$ cat config.mk
export PLATFORM = sky130hd
export DESIGN_NAME = uart_mmio_ctrl
export DESIGN_NICKNAME = d
export VERILOG_FILES = /design/src/rtl/uart_mmio_ctrl.sv
export SDC_FILE = /design/constraint.sdc
export NUM_CORES = 1
export LEC_CHECK = 0
export BUFFER_PORTS_ARGS = -buffer_cell sky130_fd_sc_hd__buf_2
export CAP_MARGIN = 20
export CORE_MARGIN = 10
export CORE_UTILIZATION = 46
export DETAILED_ROUTE_END_ITERATION = 8
export PLACE_DENSITY = 0.65
export SLEW_MARGIN = 20
export SYNTH_ARGS = -nofsm -noshare
export SYNTH_HDL_FRONTEND = slang
export SYNTH_SLANG_ARGS = --single-unit
$ cat constraint.sdc
create_clock -name clk -period 4.79 [get_ports clk]
set_input_delay 1.1975 -clock clk [delete_from_list [all_inputs] [get_ports clk]]
set_output_delay 1.1975 -clock clk [all_outputs]
set_load 0.02 [all_outputs]
$ cat src/rtl/uart_mmio_ctrl.sv
// UART MMIO window controller with TX/RX byte FIFOs; UART_STATUS_EXT_EN adds an extended status register at 0x8000_0010.
// Latency: load data is registered and appears 1 cycle after MemRead; FIFO heads are combinational from the arrays.
// Backpressure: TX stores to a full FIFO are dropped (sticky tx_ovf); RX ready drops while the RX FIFO is full.

module uart_mmio_fifo #(
    parameter int DEPTH = 8,
    parameter int PTR_W = $clog2(DEPTH)
) (
    input  logic           clk,
    input  logic           reset,
    input  logic           push_vld,
    input  logic [7:0]     push_dat,
    input  logic           pop_vld,
    output logic           push_ok,
    output logic [7:0]     head_dat,
    output logic [PTR_W:0] count
);
    localparam logic [PTR_W:0] FULL_CNT = (PTR_W + 1)'(DEPTH);

    logic [7:0]       mem_q [DEPTH];
    logic [PTR_W-1:0] wr_ptr_q, wr_ptr_d;
    logic [PTR_W-1:0] rd_ptr_q, rd_ptr_d;
    logic [PTR_W:0]   count_q, count_d;
    logic             pop_eff, push_eff;

    // A push into a full FIFO still lands when the head leaves on the same edge.
    always_comb begin
        pop_eff  = pop_vld && (count_q != '0);
        push_eff = push_vld && ((count_q != FULL_CNT) || pop_eff);
        push_ok  = push_eff;
        wr_ptr_d = wr_ptr_q + PTR_W'(push_eff);
        rd_ptr_d = rd_ptr_q + PTR_W'(pop_eff);
        count_d  = count_q + (PTR_W + 1)'(push_eff) - (PTR_W + 1)'(pop_eff);
    end

    always_ff @(posedge clk) begin
        if (reset) begin
            wr_ptr_q <= '0;
            rd_ptr_q <= '0;
            count_q  <= '0;
        end else begin
            wr_ptr_q <= wr_ptr_d;
            rd_ptr_q <= rd_ptr_d;
            count_q  <= count_d;
        end
    end

    always_ff @(posedge clk) begin
        if (push_eff) mem_q[wr_ptr_q] <= push_dat;
    end

    assign head_dat = mem_q[rd_ptr_q];
    assign count    = count_q;
endmodule

module uart_mmio_ctrl #(
    parameter int FIFO_DEPTH = 8,
    parameter int PTR_W      = $clog2(FIFO_DEPTH)
) (
    input  logic        clk,
    input  logic        reset,
    input  logic [31:0] Address,
    input  logic        MemRead,
    input  logic        MemWrite,
    input  logic [7:0]  WriteData,
    output logic [31:0] ReadData,
    output logic [7:0]  UARTDataIn,
    output logic        UARTDataInValid,
    input  logic        UARTDataInReady,
    input  logic [7:0]  UARTDataOut,
    input  logic        UARTDataOutValid,
    output logic        UARTDataOutReady
);
    localparam logic [31:0]    ADDR_TX_RDY = 32'h8000_0000;
    localparam logic [31:0]    ADDR_RX_VLD = 32'h8000_0004;
    localparam logic [31:0]    ADDR_TX_DAT = 32'h8000_0008;
    localparam logic [31:0]    ADDR_RX_DAT = 32'h8000_000C;
    localparam logic [PTR_W:0] FULL_CNT    = (PTR_W + 1)'(FIFO_DEPTH);

    logic           rd_req, wr_req;
    logic           tx_push_vld, tx_push_ok, tx_pop_vld;
    logic           rx_push_vld, rx_pop_vld, rx_push_unused;
    logic [7:0]     tx_head_dat, rx_head_dat;
    logic [PTR_W:0] tx_count, rx_count;
    logic [31:0]    read_data_q, read_data_d;
    logic           tx_ovf_q, tx_ovf_d;

    uart_mmio_fifo #(.DEPTH(FIFO_DEPTH), .PTR_W(PTR_W)) u_tx_fifo (
        .clk      (clk),
        .reset    (reset),
        .push_vld (tx_push_vld),
        .push_dat (WriteData),
        .pop_vld  (tx_pop_vld),
        .push_ok  (tx_push_ok),
        .head_dat (tx_head_dat),
        .count    (tx_count)
    );

    uart_mmio_fifo #(.DEPTH(FIFO_DEPTH), .PTR_W(PTR_W)) u_rx_fifo (
        .clk      (clk),
        .reset    (reset),
        .push_vld (rx_push_vld),
        .push_dat (UARTDataOut),
        .pop_vld  (rx_pop_vld),
        .push_ok  (rx_push_unused),
        .head_dat (rx_head_dat),
        .count    (rx_count)
    );

    assign UARTDataInValid  = (tx_count != '0);
    assign UARTDataIn       = tx_head_dat;
    assign UARTDataOutReady = (rx_count != FULL_CNT);
    assign tx_pop_vld       = UARTDataInValid && UARTDataInReady;
    assign rx_push_vld      = UARTDataOutValid && UARTDataOutReady;
    assign ReadData         = read_data_q;

`ifdef UART_STATUS_EXT_EN
    localparam logic [31:0] ADDR_STATUS = 32'h8000_0010;
    logic [7:0] stall_cnt_q, stall_cnt_d;
    logic       rx_ovr_q, rx_ovr_d;
    logic       rx_stall;
`else
    logic unused_tx_ovf;
    assign unused_tx_ovf = tx_ovf_q;
`endif

    always_comb begin
        wr_req      = MemWrite;
        rd_req      = MemRead && !MemWrite;
        tx_push_vld = wr_req && (Address == ADDR_TX_DAT);
        rx_pop_vld  = rd_req && (Address == ADDR_RX_DAT);
        tx_ovf_d    = tx_ovf_q;
        if (tx_push_vld && !tx_push_ok) tx_ovf_d = 1'b1;
`ifdef UART_STATUS_EXT_EN
        // Overrun flags a receiver stalled against a full FIFO for 256 straight cycles.
        rx_stall    = UARTDataOutValid && !UARTDataOutReady;
        stall_cnt_d = rx_stall ? stall_cnt_q + 8'd1 : 8'd0;
        rx_ovr_d    = rx_ovr_q || (rx_stall && (stall_cnt_q == 8'hFF));
        if (wr_req && (Address == ADDR_STATUS)) begin
            tx_ovf_d = 1'b0;
            rx_ovr_d = 1'b0;
        end
`endif
        read_data_d = read_data_q;
        if (rd_req) begin
            read_data_d = '0;
            case (Address)
                ADDR_TX_RDY: read_data_d = {31'b0, tx_count != FULL_CNT};
                ADDR_RX_VLD: read_data_d = {31'b0, rx_count != '0};
                ADDR_RX_DAT: read_data_d = {24'b0, (rx_count != '0) ? rx_head_dat : 8'h00};
`ifdef UART_STATUS_EXT_EN
                ADDR_STATUS: read_data_d = {16'b0, tx_ovf_q, 3'b0, 4'(tx_count),
                                            rx_ovr_q, 3'b0, 4'(rx_count)};
`endif
                default:     read_data_d = '0;
            endcase
        end
    end

    always_ff @(posedge clk) begin
        if (reset) begin
            read_data_q <= '0;
            tx_ovf_q    <= 1'b0;
`ifdef UART_STATUS_EXT_EN
            stall_cnt_q <= '0;
            rx_ovr_q    <= 1'b0;
`endif
        end else begin
            read_data_q <= read_data_d;
            tx_ovf_q    <= tx_ovf_d;
`ifdef UART_STATUS_EXT_EN
            stall_cnt_q <= stall_cnt_d;
            rx_ovr_q    <= rx_ovr_d;
`endif
        end
    end
endmodule

Word-level counts from Yosys, hierarchy flattened
Memory sizes are Yosys's and may differ from the RTL's. A register that Yosys moved wholly into a read port is not among the register bits.
Index checks and enable logic that the tools add are counted.
{"block": "word_totals", "romBits": 0, "latch_bits": 0, "ff_bits": 52, "elab_cells": 45, "memories": 2, "output_inout_bits": 42, "mem_bits_rw": 128, "input_bits": 54}
{"memory": "u_rx_fifo.mem_q", "depth": 8, "width": 8, "read_ports": 1, "rd_clocked_by_memory_dff": 1, "wr": 1, "line_no": "20", "source": "logic [7:0] mem_q [DEPTH];"}
{"memory": "u_tx_fifo.mem_q", "depth": 8, "width": 8, "read_ports": 1, "rd_clocked_by_memory_dff": 1, "wr": 1, "line_no": "20"}
{"block": "classes", "multipliers": 0, "muxes": 8, "add_sub_neg": 8, "shift": 0, "n_eq_ne": 6, "div_mod_pow": 0, "n_bitwise": 0, "n_lt_le_gt_ge": 0, "reduce_logical": 14}
{"cell": "32-bit equality test, second input constant", "n": 4}
{"cell": "8-bit one-hot mux with 3 select lines", "n": 1}
{"cell": "3-bit by 1-bit adder with 3-bit output", "n": 4}
{"cell": "1-bit logical AND", "n": 9}
{"cell": "4-bit by 1-bit adder with 4-bit output", "n": 2}
{"cell": "8-bit two-way mux", "n": 1}
{"cell": "4-bit != test, second input constant", "n": 2}
{"cell": "4-bit nonzero test", "n": 2}
{"cell": "4-bit by 1-bit subtractor with 4-bit output", "n": 2}
{"cell": "3-bit two-way mux", "n": 2}
{"cell": "1-bit two-way mux", "n": 4}
{"cell": "1-bit logical OR", "n": 2}
{"cell": "1-bit zero test", "n": 1}

Depth between registers and ports, before layout
{"block": "depth", "ltp_word": 8, "mapped_depth": 12, "depth_no_buf": 12}

Hierarchy
A second synthesis with hierarchy kept.
{"block": "hier_totals", "hier_cells": 387, "area_unflattened_um2": 6785.3}
{"mod": "uart_mmio_fifo", "n_inst": 2, "area_per_inst_um2": 3079.2, "seq_area_each_um2": 2122.0, "cells_each": 157}
{"mod": "uart_mmio_ctrl", "n_inst": 1, "area_per_inst_um2": 626.9, "seq_area_each_um2": 160.2, "cells_each": 73}

Worst setup path after synthesis
No wires, ideal clock.
{"block": "synth_path", "path_type": "input port to flip-flop", "from": "input Address[28]", "to": "memory u_tx_fifo.mem_q[0][0] (enable)", "n_path_buf": 0, "t_required_ps": 4395, "cell_stages": 4, "setup_ps": 395, "setup_slack_ps": 1619, "t_arrival_ps": 2776, "cell_sequence": "nor4b_4 > and4_1 > nand3_1 > nor4_1"}
{"block": "synth_between", "elab_chain_cells": 5}
{"element": "start, declared", "line_no": "62", "source": "input logic [31:0] Address,"}
{"element": "32-bit equality test", "line_no": "130", "source": "tx_push_vld = wr_req && (Address == ADDR_TX_DAT);"}
{"element": "1-bit logical AND", "line_no": "130"}
{"element": "1-bit logical AND", "line_no": "29", "source": "push_eff = push_vld && ((count_q != FULL_CNT) || pop_eff);"}
{"element": "1-bit two-way mux", "line_no": "49", "source": "if (push_eff) mem_q[wr_ptr_q] <= push_dat;"}
{"element": "1-bit two-way mux (implied by the code)", "line_no": "49"}
{"element": "end, declared", "line_no": "20"}
Every way passes these cells.

==> impl_metrics.yaml <==
status:
  status: "finished, final reports clean"
worst_hold_path:
  hold_class: "register to register"
  worstHoldEndpoint: "ReadData[4]"
  hold_path_depth: 2
  min_from: "ReadData[4]"
cells_and_area:
  layout_common_cells: "edfxtp_1, buf_2, dfxtp_1"
  drive_gt1_frac: 0.299
  area_growth_pct: 15.0
  nets: 548
  diodes: 0
  final_common_cell: "edfxtp_1"
  stdcell_count: 665
  fillers: 1083
sta:
  finalHoldViolations: 0
  rsz0062_at_grt: "no"
  final-setup-viol-count: 0
  fin_crit_sh: 0.752
  slew_violations: 0
  max_slew_margin: 0.365
  skew_ns: 0.00932
  fin_tns_setup_ns: 0
  fmax_ghz: 0.277
  period_needed_ns: 3.60
  whs_ns: 0.448
  worst_slew_pin_slew_ns: 0.949
drt:
  ant_nets: 0
  via_count: 3385
  drt_iter0_markers: 174
  routedWlPerCell_um: 18.8
  drc: 0
  drt_pass1_iterations: 4
  routed_wirelength_um: 12500
  routed_via_density: 5.09
critical_path:
  crit_slowest_cell: "dfxtp_1"
  timing.rr.start: "u_tx_fifo.count[2]"
  path_cells: "buf_4, mux4_1, mux2_2, buf_2"
  rrSetupSlack_ns: 2.43
  crit_type: "register to primary output"
  worstSetupEndpointType: "primary output"
  crit_arrival_ns: 2.41
  reg2reg_to: "u_tx_fifo.mem_q[5][6]"
  cp.buffers_inverters: 2
  critPathRequiredTime_ns: 3.59
  critPathMaxFanout: 9
  crit_family: "multiplexers"
  max_stage_delay_ns: 0.66
  r2r_cells: 6
  startpoint_type: "register"
  crit_start: "u_tx_fifo.rd_ptr_q[0]"
logic_synthesis:
  synth_area_um2: 6660
  synth-edff-count: 128
  synthCells: 390
  synth_flop_cell: "edfxtp_1"
  avgSynthCellArea_um2: 17.1
  synth_cell_types: 44
  yosysTopAreaCell: "edfxtp_1"
  synthTopCellsByArea: "edfxtp_1, dfxtp_1, mux4_2"
  ys_seq_area_frac: 0.661
  yosys_warnings: 0
  synth_top_area_share: 0.577
  ys_seq_elements: 156
  async_flop_share: 0
clock_network:
  cts_num_sinks: 156
  cts_hold_buf: 0
  cts_max_path_buffers: 2
  cts_tree: "yes"
  post_cts_buffers: 0
  clk_latency_ns: 0.41
  cts_inserted_buffers: 17
  root_buffer: "clkbuf_16"
  h-tree-depth: 4
  ctsResizeCount: 0
  cts.clk_slew.worst_paths_ns: 0.06
placement:
  port_buffers: 71
  dp.cells: 634
  globalplace.congestion: 0.726
  dp_hpwl_um: 8610
floorplan:
  core_um2: 14000
  die_w_um: 140
  row_count: 43
  die_area_um2: 19700
  die_h_um: 140
  start_util: 0.474
  num_io_pins: 96
grt:
  overflow: 0
  grt_pass1_vias: 3673
  grt_max_degree: 23
  grt_usage: 0.130
  grt_pass1_wl_um: 19900
  antenna_found_initial: 0
power_and_ir_drop:
  p_per_area_nw_per_um2: 439
  power_frac_seq: 0.472
  p_sw_w: 0.000813
  comb_power_share: 0.162
  peakVddDrop_mv: 0.525
  clockPowerShare: 0.366
  p_leak_nw: 2.74
  switching_share: 0.242
  p_int_w: 0.00255
run:
  timing.max_cap.violations: 0
==> synth_stat cells, types with 8 or more instances <==
| cell | count |
|---|---|
| edfxtp_1 | 128 |
| dfxtp_1 | 28 |
| buf_4 | 24 |
| mux4_2 | 22 |
| nor2_1 | 21 |
| ha_1 | 19 |
| nand2_1 | 17 |
| inv_1 | 12 |
| nor2b_1 | 12 |
| mux4_1 | 10 |
| mux2i_1 | 9 |
| mux2_2 | 8 |
| o21ai_1 | 8 |
==> cell families after synthesis <==
logic type,share of synthesized area
and+or+nand+nor,0.0838
xor gates and xnor gates,0.0105
AOI/OAI and AO/OA,0.0150
buffers and inverters,0.0466
other,0.000563
adders and majority gates,0.0417
DFF,0.661
muxes,0.141
==> worst reg2reg max path, delay by kind of cell (launching register included) <==
kind                       cells  cell delay, ns
AOI/OAI and AO/OA              1            0.27
adders and majority gates      1            0.21
buffers and inverters          1            0.07
DFF                            1            0.31
and+or+nand+nor                3            1.11
==> layer usage <==
layer,GRT usage,wire [um],up-vias
met5,0,0,-
met4,0.0391,76,0
met3,0.0436,556,7
met2,0.233,6900,60
met1,0.143,4980,1692
li1,-,-,1626
==> worst max path at each step <==
stage / endpoint / slack (ns) / cells past startpoint
2_1_floorplan: u_tx_fifo.mem_q[0][0] / 1.62 / 4
3_3_place_gp: u_rx_fifo.count[1] / 1.39 / 9
3_5_place_dp: u_rx_fifo.count[1] / 1.34 / 9
4_1_cts: UARTDataIn[1] / 1.13 / 4
5_1_grt: UARTDataIn[0] / 1.06 / 4
6_report: UARTDataIn[4] / 1.19 / 4
==> metrics by stage <==
step / cell area [um2] / worst slack [ns] / power (W) / util
global route: 7660 / 1.06 / 0.00354 / 0.546
detailed placement: 7120 / 1.34 / 0.00217 / 0.507
finish: 7660 / 1.19 / 0.00336 / 0.546
floorplan: 6750 / 1.62 / 0.00204 / -
global placement: 7120 / 1.39 / 0.00215 / 0.507
CTS: 7660 / 1.13 / 0.00341 / 0.546
==> cell type report <==
type / count / area (um2) / share of cell area
Clock buffer: 20 / 437 / 0.0570
Clock inverter: 11 / 103 / 0.0134
Inverter: 12 / 45.0 / 0.00588
Multi-Input combinational cell: 208 / 2040 / 0.266
Sequential cell: 156 / 4400 / 0.575
Tap cell: 180 / 225 / 0.0294
Timing Repair Buffer: 78 / 408 / 0.0532
==> flip-flops by register name, summed over array words and instances, names as in the netlist <==
name,count
u_tx_fifo.mem_q,64
u_rx_fifo.rd_ptr_q,3
u_rx_fifo.count,4
u_tx_fifo.rd_ptr_q,3
ReadData,8
u_tx_fifo.count,4
u_rx_fifo.wr_ptr_q,3
u_tx_fifo.wr_ptr_q,3
u_rx_fifo.mem_q,64
==> power by group through the flow <==
stage               registers (W)  clock network, W  logic (W)
floorplan                 0.00158                 0   0.000461
global placement          0.00161                 0   0.000537
detailed placement        0.00162                 0   0.000556
CTS                       0.00159           0.00126   0.000559
global route              0.00159           0.00132   0.000620
finish                    0.00159           0.00123   0.000546
Note: power is estimated with default switching activity, not from simulation.
